File: src/rtl/ws_bit_decoder.sv
// ws_bit_decoder: times WS high pulses/low gaps into shift commands {decode_bit, shift_en, treset}; o_err port when WS_BIT_DECODER_ERR_EN is defined
module ws_bit_decoder #(
  parameter int CNT_W        = 10,
  parameter int MIN_HIGH     = 3,
  parameter int BIT_THRESH   = 12,
  parameter int RESET_CYCLES = 1000
) (
  input  logic             i_clk,
  input  logic             i_rst_n,
  input  logic [1:0]       i_ctrl,
  output logic [2:0]       o_shift,
`ifdef WS_BIT_DECODER_ERR_EN
  output logic             o_err,
`endif
  output logic [CNT_W-1:0] o_count
);
  if (!(MIN_HIGH < BIT_THRESH && BIT_THRESH < RESET_CYCLES && RESET_CYCLES < 2**CNT_W)) begin : g_bad_params
    $error("ws_bit_decoder: need MIN_HIGH < BIT_THRESH < RESET_CYCLES < 2**CNT_W");
  end
  localparam logic [CNT_W-1:0] C_MAX = '1;
  localparam logic [CNT_W-1:0] C_MIN = CNT_W'(MIN_HIGH);
  localparam logic [CNT_W-1:0] C_BIT = CNT_W'(BIT_THRESH);
  localparam logic [CNT_W-1:0] C_RST = CNT_W'(RESET_CYCLES);
  localparam logic [CNT_W-1:0] C_ONE = CNT_W'(1);
  typedef enum logic [1:0] {IDLE, HIGH, LOW} state_t;
  state_t           state, state_n;
  logic [CNT_W-1:0] cnt, cnt_n, cnt_inc;
  logic             dbit, dbit_n, sen, sen_n, tres, tres_n, rise, fall;
`ifdef WS_BIT_DECODER_ERR_EN
  logic             err, err_n;
`endif
  always_comb begin
    rise    = i_ctrl[1] & ~i_ctrl[0];
    fall    = i_ctrl[0] & ~i_ctrl[1];
    cnt_inc = (cnt == C_MAX) ? cnt : cnt + C_ONE;
    state_n = state;
    cnt_n   = cnt;
    dbit_n  = dbit;
    sen_n   = 1'b0;
    tres_n  = 1'b0;
`ifdef WS_BIT_DECODER_ERR_EN
    err_n   = 1'b0;
`endif
    case (state)
      IDLE: begin
        state_n = rise ? HIGH : IDLE;
        cnt_n   = rise ? C_ONE : '0;
      end
      HIGH: begin
        state_n = fall ? LOW : HIGH;
        cnt_n   = fall ? C_ONE : cnt_inc;
        sen_n   = fall && cnt >= C_MIN;
        dbit_n  = (fall && cnt >= C_MIN) ? (cnt >= C_BIT) : dbit;
`ifdef WS_BIT_DECODER_ERR_EN
        err_n   = fall && (cnt < C_MIN || cnt == C_MAX);
`endif
      end
      LOW: begin
        tres_n  = !rise && cnt == C_RST;
        state_n = rise ? HIGH : (cnt == C_RST) ? IDLE : LOW;
        cnt_n   = rise ? C_ONE : (cnt == C_RST) ? '0 : cnt_inc;
      end
      default: begin
        state_n = IDLE;
        cnt_n   = '0;
      end
    endcase
  end
  always_ff @(posedge i_clk or negedge i_rst_n) begin
    if (!i_rst_n) begin
      state <= IDLE;
      cnt   <= '0;
      dbit  <= 1'b0;
      sen   <= 1'b0;
      tres  <= 1'b0;
`ifdef WS_BIT_DECODER_ERR_EN
      err   <= 1'b0;
`endif
    end else begin
      state <= state_n;
      cnt   <= cnt_n;
      dbit  <= dbit_n;
      sen   <= sen_n;
      tres  <= tres_n;
`ifdef WS_BIT_DECODER_ERR_EN
      err   <= err_n;
`endif
    end
  end
  assign o_shift = {dbit, sen, tres};
  assign o_count = cnt;
`ifdef WS_BIT_DECODER_ERR_EN
  assign o_err   = err;
`endif
endmodule

File: config.mk
export PLATFORM = sky130hd
export DESIGN_NAME = ws_bit_decoder
export DESIGN_NICKNAME = d
export VERILOG_FILES = /design/src/rtl/ws_bit_decoder.sv
export SDC_FILE = /design/constraint.sdc
export NUM_CORES = 1
export LEC_CHECK = 0
export BUFFER_PORTS_ARGS = -buffer_cell sky130_fd_sc_hd__buf_2
export CAP_MARGIN = 20
export CELL_PAD_IN_SITES_DETAIL_PLACEMENT = 1
export CELL_PAD_IN_SITES_GLOBAL_PLACEMENT = 1
export CORE_AREA = 10 10 56 58
export DETAILED_ROUTE_END_ITERATION = 10
export DIE_AREA = 0 0 66 68
export MAX_ROUTING_LAYER = met4
export PLACE_DENSITY = 0.74
export SLEW_MARGIN = 20
export SYNTH_ARGS = -nofsm -noshare
export SYNTH_HDL_FRONTEND = slang
export SYNTH_SLANG_ARGS = --single-unit
File: constraint.sdc
create_clock -name i_clk -period 4.8 [get_ports i_clk]
set_input_delay 0.96 -clock i_clk [delete_from_list [all_inputs] [get_ports i_clk]]
set_output_delay 0.96 -clock i_clk [all_outputs]
set_load 0.05 [all_outputs]
==> results of run 1 <==
layout by cell type, fill, tap and decap left out, types with 4 or more instances in the layout:
master and count:
a21oi_1 5, buf_2 16, dfrtp_1 15, inv_1 4, nand2_1 6, nand2b_1 4
nor2_1 9, nor3_1 6, o21ai_0 5
metal layers:
layer / part of all wire / wire [µm] / vias to the layer above / GRT usage
met5: 0 / 0 / - / -
met4: 0.019 / 39 / 0 / 0.05497
met3: 0.054 / 109 / 5 / 0.03426
met2: 0.45 / 907 / 12 / 0.1558
met1: 0.47 / 947 / 327 / 0.1149
li1: - / - / 345 / -
state kept, by name, summed over array words and instances, names as in the netlist:
name     cells
tres         1
state        2
o_count     10
sen          1
dbit         1
worst max path at each step:
stage	startpoint	to	slack, ns	depth (start not counted)
after floorplan	o_count[0]	o_count[0]	2.83	6
after global placement	i_ctrl[0]	o_count[5]	2.70	5
after detailed placement	i_ctrl[0]	o_count[5]	2.63	5
after CTS	o_count[2]	o_count[2]	2.68	1
after global routing	o_count[2]	o_count[2]	2.61	1
final	o_count[2]	o_count[2]	2.70	1
report_power, final:
part / internal, mW / switching [mW]
registers: 0.140 / 0.0186
clock network: 0.0324 / 0.0434
logic: 0.0353 / 0.0805
stage by stage:
step | power (mW) | cells | hold WS [ns] | instance area [µm²] | utilization
6_report | 0.3500 | 132 | 0.5401 | 952.2 | 0.4522
5_1_grt | 0.3730 | 132 | 0.5559 | 952.2 | 0.4522
4_1_cts | 0.3540 | 132 | 0.5433 | 952.2 | 0.4522
3_5_place_dp | 0.2785 | 128 | 0.5223 | 925.9 | 0.4397
3_3_place_gp | 0.2717 | 128 | 0.4885 | 925.9 | 0.4397
2_1_floorplan | 0.2436 | 90 | 0.4811 | 848.3 | -
kinds of logic after synthesis:
kind of cell	count (synthesis)
xor+xnor	4
mux	2
compound gates	17
buf+inv	10
simple gates	40
flops	15
fa+ha+maj	2
cell type report:
type                       instances  area share
tap                               28     0.03679
timing repair buffer              16     0.08410
clock buffer                       4     0.02760
sequential                        15      0.3942
multi-input combinational         65      0.4415
inverter                           4     0.01577
==> flow_summary.json, run 1 <==
{
  "core_um2": 2106,
  "path_delay_family": "flip-flops",
  "r2r_end": "o_count[0]",
  "hp-start": "dbit",
  "yosys.area_share.simple": 0.2714,
  "muxShareOfSynthArea": 0.02360,
  "hpwl_mm": 1.552,
  "tightest_slew_ns": 0.4697,
  "cts_resized": 0,
  "timing.hold.worst_endpoint": "dbit",
  "path_clk_slew_ns": 0.09,
  "clock_sinks": 15,
  "cp_slowest_stage_delay_ns": 0.52,
  "rows": 17,
  "regArea_um2": 375.4,
  "gp_congestion": 0.7798,
  "yosysSeqAreaShare": 0.4425,
  "critPathCaptureType": "output pin",
  "preCtsSetupSlack_ns": 2.633,
  "power.leakage_nw": 0.4458,
  "synthArstFlopShare": 1.000,
  "crit_path_top_delay_cell": "dfrtp_1",
  "critPathKind": "reg2out",
  "max_slew_margin": 0.6869,
  "post-route-min-period_ns": 2.098,
  "nets": 111,
  "p_per_area_nw_per_um2": 367.5,
  "period_share": 0.4371,
  "first_pass_iters": 4,
  "avgSynthCellArea_um2": 9.426,
  "yosysTopAreaCell": "dfrtp_1",
  "post-cts-setup-buffers": 0,
  "cts_tree": "yes",
  "cts_root_buf": "clkbuf_4",
  "worstHoldPathCells": 2,
  "cp-start-kind": "flop",
  "worstPathCellList": "buf_2",
  "ctsHtreeMaxLevel": 1,
  "grt_antenna_before_repair": 0,
  "insertion_delay_ns": 0.29,
  "grt_first_pass_wirelength_mm": 3.408,
  "ys_types": 31,
  "syn_area_um2": 848.3,
  "ant_nets": 0,
  "area_growth_pct": 12.24,
  "routed_wl_mm": 2.003,
  "wl_per_cell_um": 15.17,
  "n_antenna_cell": 0,
  "synth_compound_area_frac": 0.1298,
  "setup_violations": 0,
  "drt_iter0_drc": 21,
  "fp.dieArea_um2": 4488,
  "detail_route.vias_per_cell": 5.220,
  "rr_startpoint": "o_count[1]",
  "synth_top_area_share": 0.4425,
  "track_usage": 0.1015,
  "synth_nets": 96,
  "crit_required_ns": 3.84,
  "ys_ff_latch": 15,
  "fin_setup_tns_ns": 0,
  "synth_common_cells": "15 x dfrtp_1, 9 x nor2_1, 6 x nand2_1, 6 x nor3_1",
  "hp-class": "reg2reg",
  "ff2ff_path_depth": 5,
  "yosysWarnings": 0,
  "synth_top_family_by_area": "simple AND/OR/NAND/NOR gates",
  "drive_gt1_frac": 0.2308,
  "r2r_setup_slack_ns": 2.95,
  "synth.top_cells.by_area": "dfrtp_1 44%, nor2_1 4.0%, nor3_1 3.5%",
  "synth_xor_area_frac": 0.04130,
  "overflow": 0,
  "maxSlewViolCount": 0,
  "cap_violations": 0,
  "synthAdderAreaFrac": 0.02950,
  "setup_ws_ns": 2.702,
  "netlist_instances": 90,
  "peakVddDrop_mv": 0.2110,
  "max_freq_mhz": 476.6,
  "synth-edff-count": 0,
  "hold_viol": 0,
  "worstPathArrival_ns": 1.14,
  "clock_skew_ns": 0.002540,
  "design.portCount": 17,
  "holdBufCountCts": 0,
  "fp.dieH_um": 68,
  "start_util": 0.4029,
  "rsz0062_at_grt": "false",
  "grt_max_degree": 16,
  "status": "complete, no violations",
  "fill_cells": 249,
  "clockBufferDepth": 2,
  "dieWidth_um": 66,
  "grt_pass1_vias": 707,
  "worstPathMaxFanout": 10,
  "path_buf_inv": 1,
  "multiInputGateArea_um2": 420.4,
  "route.detailed.drc": 0,
  "synth_flop_cell": "dfrtp_1",
  "numCtsBuffers": 3,
  "port_buffers": 16,
  "vias": 689,
  "synthMostInstantiatedCell": "dfrtp_1"
}
(Power assumes the default switching activity.)
==> inputs of run 2 (changes only) <==
--- a/config.mk
+++ b/config.mk
@@ -5,15 +5,16 @@
 export SDC_FILE = /design/constraint.sdc
 export NUM_CORES = 1
 export LEC_CHECK = 0
+export ABC_AREA = 1
 export BUFFER_PORTS_ARGS = -buffer_cell sky130_fd_sc_hd__buf_2
 export CAP_MARGIN = 20
 export CELL_PAD_IN_SITES_DETAIL_PLACEMENT = 1
 export CELL_PAD_IN_SITES_GLOBAL_PLACEMENT = 1
-export CORE_AREA = 10 10 56 58
+export CORE_AREA = 10 10 50 81
 export DETAILED_ROUTE_END_ITERATION = 10
-export DIE_AREA = 0 0 66 68
+export DIE_AREA = 0 0 60 91
 export MAX_ROUTING_LAYER = met4
-export PLACE_DENSITY = 0.74
+export PLACE_DENSITY = 0.67
 export SLEW_MARGIN = 20
 export SYNTH_ARGS = -nofsm -noshare
 export SYNTH_HDL_FRONTEND = slang
==> constraint.sdc (replaced) <==
create_clock -name i_clk -period 1.7 [get_ports i_clk]
set_input_delay 0.34 -clock i_clk [delete_from_list [all_inputs] [get_ports i_clk]]
set_output_delay 0.34 -clock i_clk [all_outputs]
set_load 0.05 [all_outputs]
==> flow_summary.json, run 2 <==
{
  "n_antenna_cell": 0,
  "grt_pass1_vias": 899,
  "insertion_delay_ns": 0.25,
  "cap_violations": 0,
  "ys_types": 25,
  "clock_skew_ns": 0.002808,
  "r2r_setup_slack_ns": 0.13,
  "cp-start-kind": "flop",
  "numCtsBuffers": 3,
  "cts_root_buf": "clkbuf_8",
  "setup_ws_ns": 0.1268,
  "start_util": 0.3423,
  "grt_max_degree": 16,
  "synth_top_family_by_area": "simple AND/OR/NAND/NOR gates",
  "post-route-min-period_ns": 1.573,
  "timing.hold.worst_endpoint": "state[0]",
  "yosysTopAreaCell": "dfrtp_1",
  "nets": 147,
  "ctsHtreeMaxLevel": 1,
  "rr_startpoint": "o_count[0]",
  "rsz0062_at_grt": "false",
  "synth_nets": 128,
  "ant_nets": 0,
  "power.leakage_nw": 0.5992,
  "dieWidth_um": 60,
  "wl_per_cell_um": 15.09,
  "yosysSeqAreaShare": 0.4076,
  "area_growth_pct": 16.03,
  "hp-start": "i_ctrl[0]",
  "synth-edff-count": 0,
  "fin_setup_tns_ns": 0,
  "hold_viol": 0,
  "ys_ff_latch": 15,
  "design.portCount": 17,
  "synth_top_area_share": 0.4076,
  "fp.dieArea_um2": 5460,
  "synth_common_cells": "23 x inv_1, 23 x nand2_1, 15 x dfrtp_1, 13 x nor2_1, 6 x o21ai_0",
  "path_clk_slew_ns": 0.06,
  "grt_antenna_before_repair": 0,
  "yosys.area_share.simple": 0.3397,
  "drt_iter0_drc": 5,
  "clock_sinks": 15,
  "hp-class": "in2reg",
  "synth_flop_cell": "dfrtp_1",
  "netlist_instances": 122,
  "largest_reg_flops": 10,
  "clockBufferDepth": 2,
  "core_um2": 2690,
  "p_per_area_nw_per_um2": 1092,
  "syn_area_um2": 920.9,
  "crit_required_ns": 1.83,
  "cts_tree": "yes",
  "max_freq_mhz": 635.7,
  "vias": 839,
  "worstHoldPathCells": 2,
  "routed_wl_mm": 2.520,
  "worstPathArrival_ns": 1.70,
  "synthAdderAreaFrac": 0.02717,
  "synth.top_cells.by_area": "dfrtp_1 41%, inv_1 9.4%, nand2_1 9.4%",
  "tightest_slew_ns": 0.3515,
  "critPathKind": "reg2reg",
  "detail_route.vias_per_cell": 5.024,
  "track_usage": 0.1030,
  "hpwl_mm": 2.038,
  "preCtsSetupSlack_ns": 0.1281,
  "drive_gt1_frac": 0.2500,
  "overflow": 0,
  "muxShareOfSynthArea": 0,
  "synth_compound_area_frac": 0.09783,
  "peakVddDrop_mv": 0.6592,
  "yosysWarnings": 0,
  "rows": 25,
  "gp_congestion": 0.8062,
  "critPathCaptureType": "flop",
  "r2r_end": "o_count[2]",
  "worstPathMaxFanout": 8,
  "avgSynthCellArea_um2": 7.548,
  "fp.dieH_um": 91,
  "maxSlewViolCount": 0,
  "synthArstFlopShare": 1.000,
  "first_pass_iters": 4,
  "ff2ff_path_depth": 9,
  "max_slew_margin": 0.7657,
  "status": "complete, no violations",
  "post-cts-setup-buffers": 0,
  "route.detailed.drc": 0,
  "synth_xor_area_frac": 0,
  "period_share": 0.9254,
  "port_buffers": 16,
  "setup_violations": 0,
  "mostFrequentLayoutCells": "23 x inv_1, 23 x nand2_1, 16 x buf_2, 15 x dfrtp_1, 13 x nor2_1",
  "grt_first_pass_wirelength_mm": 4.278
}
[run 2: changes by cell type after synthesis, sizes merged, moves of 3 or more]
| cell | change |
|---|---|
| nand3 | +3 |
| a211oi | -3 |
| nand2b | -4 |
| xnor2 | -3 |
| inv | +20 |
| nor2 | +8 |
| nand2 | +22 |
[run 2: routing by layer]
layer / up-vias / track usage / wire (µm)
met5: - / - / 0
met4: 0 / 0.04887 / 24
met3: 2 / 0.01813 / 72
met2: 12 / 0.1845 / 1482
met1: 411 / 0.09903 / 940
li1: 414 / - / -
[run 2: area by class of cell]
cell class	instances	area, µm²
multi-input cells	79	427.9
inverters	25	95.09
flip-flops and latches	15	375.4
repair buffers	17	90.09
well taps	27	33.78
clock buffers	3	41.29
fillers	335	1622
clock inverters	1	5.005
[run 2: timing repair]
item | in CTS | in global routing
endpoints found under the setup margin | 0 | 0
resized for setup | 0 | 0
endpoints found under the hold margin | 3 | 0
hold buffers | 1 | 0
[run 2: worst max-delay path by stage]
stage	start	endpoint	depth (start not counted)
after floorplan	o_count[0]	o_count[5]	8
after global placement	o_count[0]	o_count[2]	9
after detailed placement	o_count[0]	o_count[2]	9
after CTS	o_count[0]	o_count[2]	9
after global routing	o_count[0]	o_count[2]	9
final	o_count[0]	o_count[2]	9
[run 2: report_power, final]
group          internal (mW)  total, mW  leakage (nW)  switching [mW]
clock network          0.162      0.292        0.0255           0.130
logic                  0.107      0.413         0.371           0.306
registers              0.408      0.462         0.202          0.0536
[run 2: cell families (layout without fill, tap and decap cells)]
| family | after synthesis | after routing |
|---|---|---|
| DFF | 15 | 15 |
| and+or+nand+nor | 61 | 61 |
| buffers and inverters | 28 | 46 |
| adders and majority gates | 2 | 2 |
| AOI/OAI and AO/OA | 16 | 16 |
[run 2: stage by stage]
stage / power, mW / instance area [µm²] / utilization / instances / hold slack, ns
after floorplan: 0.7873 / 920.9 / - / 122 / 0.04441
after global routing: 1.247 / 1069 / 0.3972 / 167 / 0.3071
after detailed placement: 0.8859 / 1012 / 0.3763 / 162 / 0.2732
final: 1.167 / 1069 / 0.3972 / 167 / 0.3060
after global placement: 0.8764 / 1012 / 0.3763 / 162 / 0.2730
after CTS: 1.193 / 1069 / 0.3972 / 167 / 0.3041
[run 2: critical path, cell delays in order (launching register included)]
cell and delay (ns):
dfrtp_1 0.42, inv_1 0.11, ha_1 0.15, inv_1 0.04, nor2_1 0.19, nand3_2 0.13, nand2_1 0.15, nand2_4 0.10
o21ai_0 0.10, nor2_1 0.07
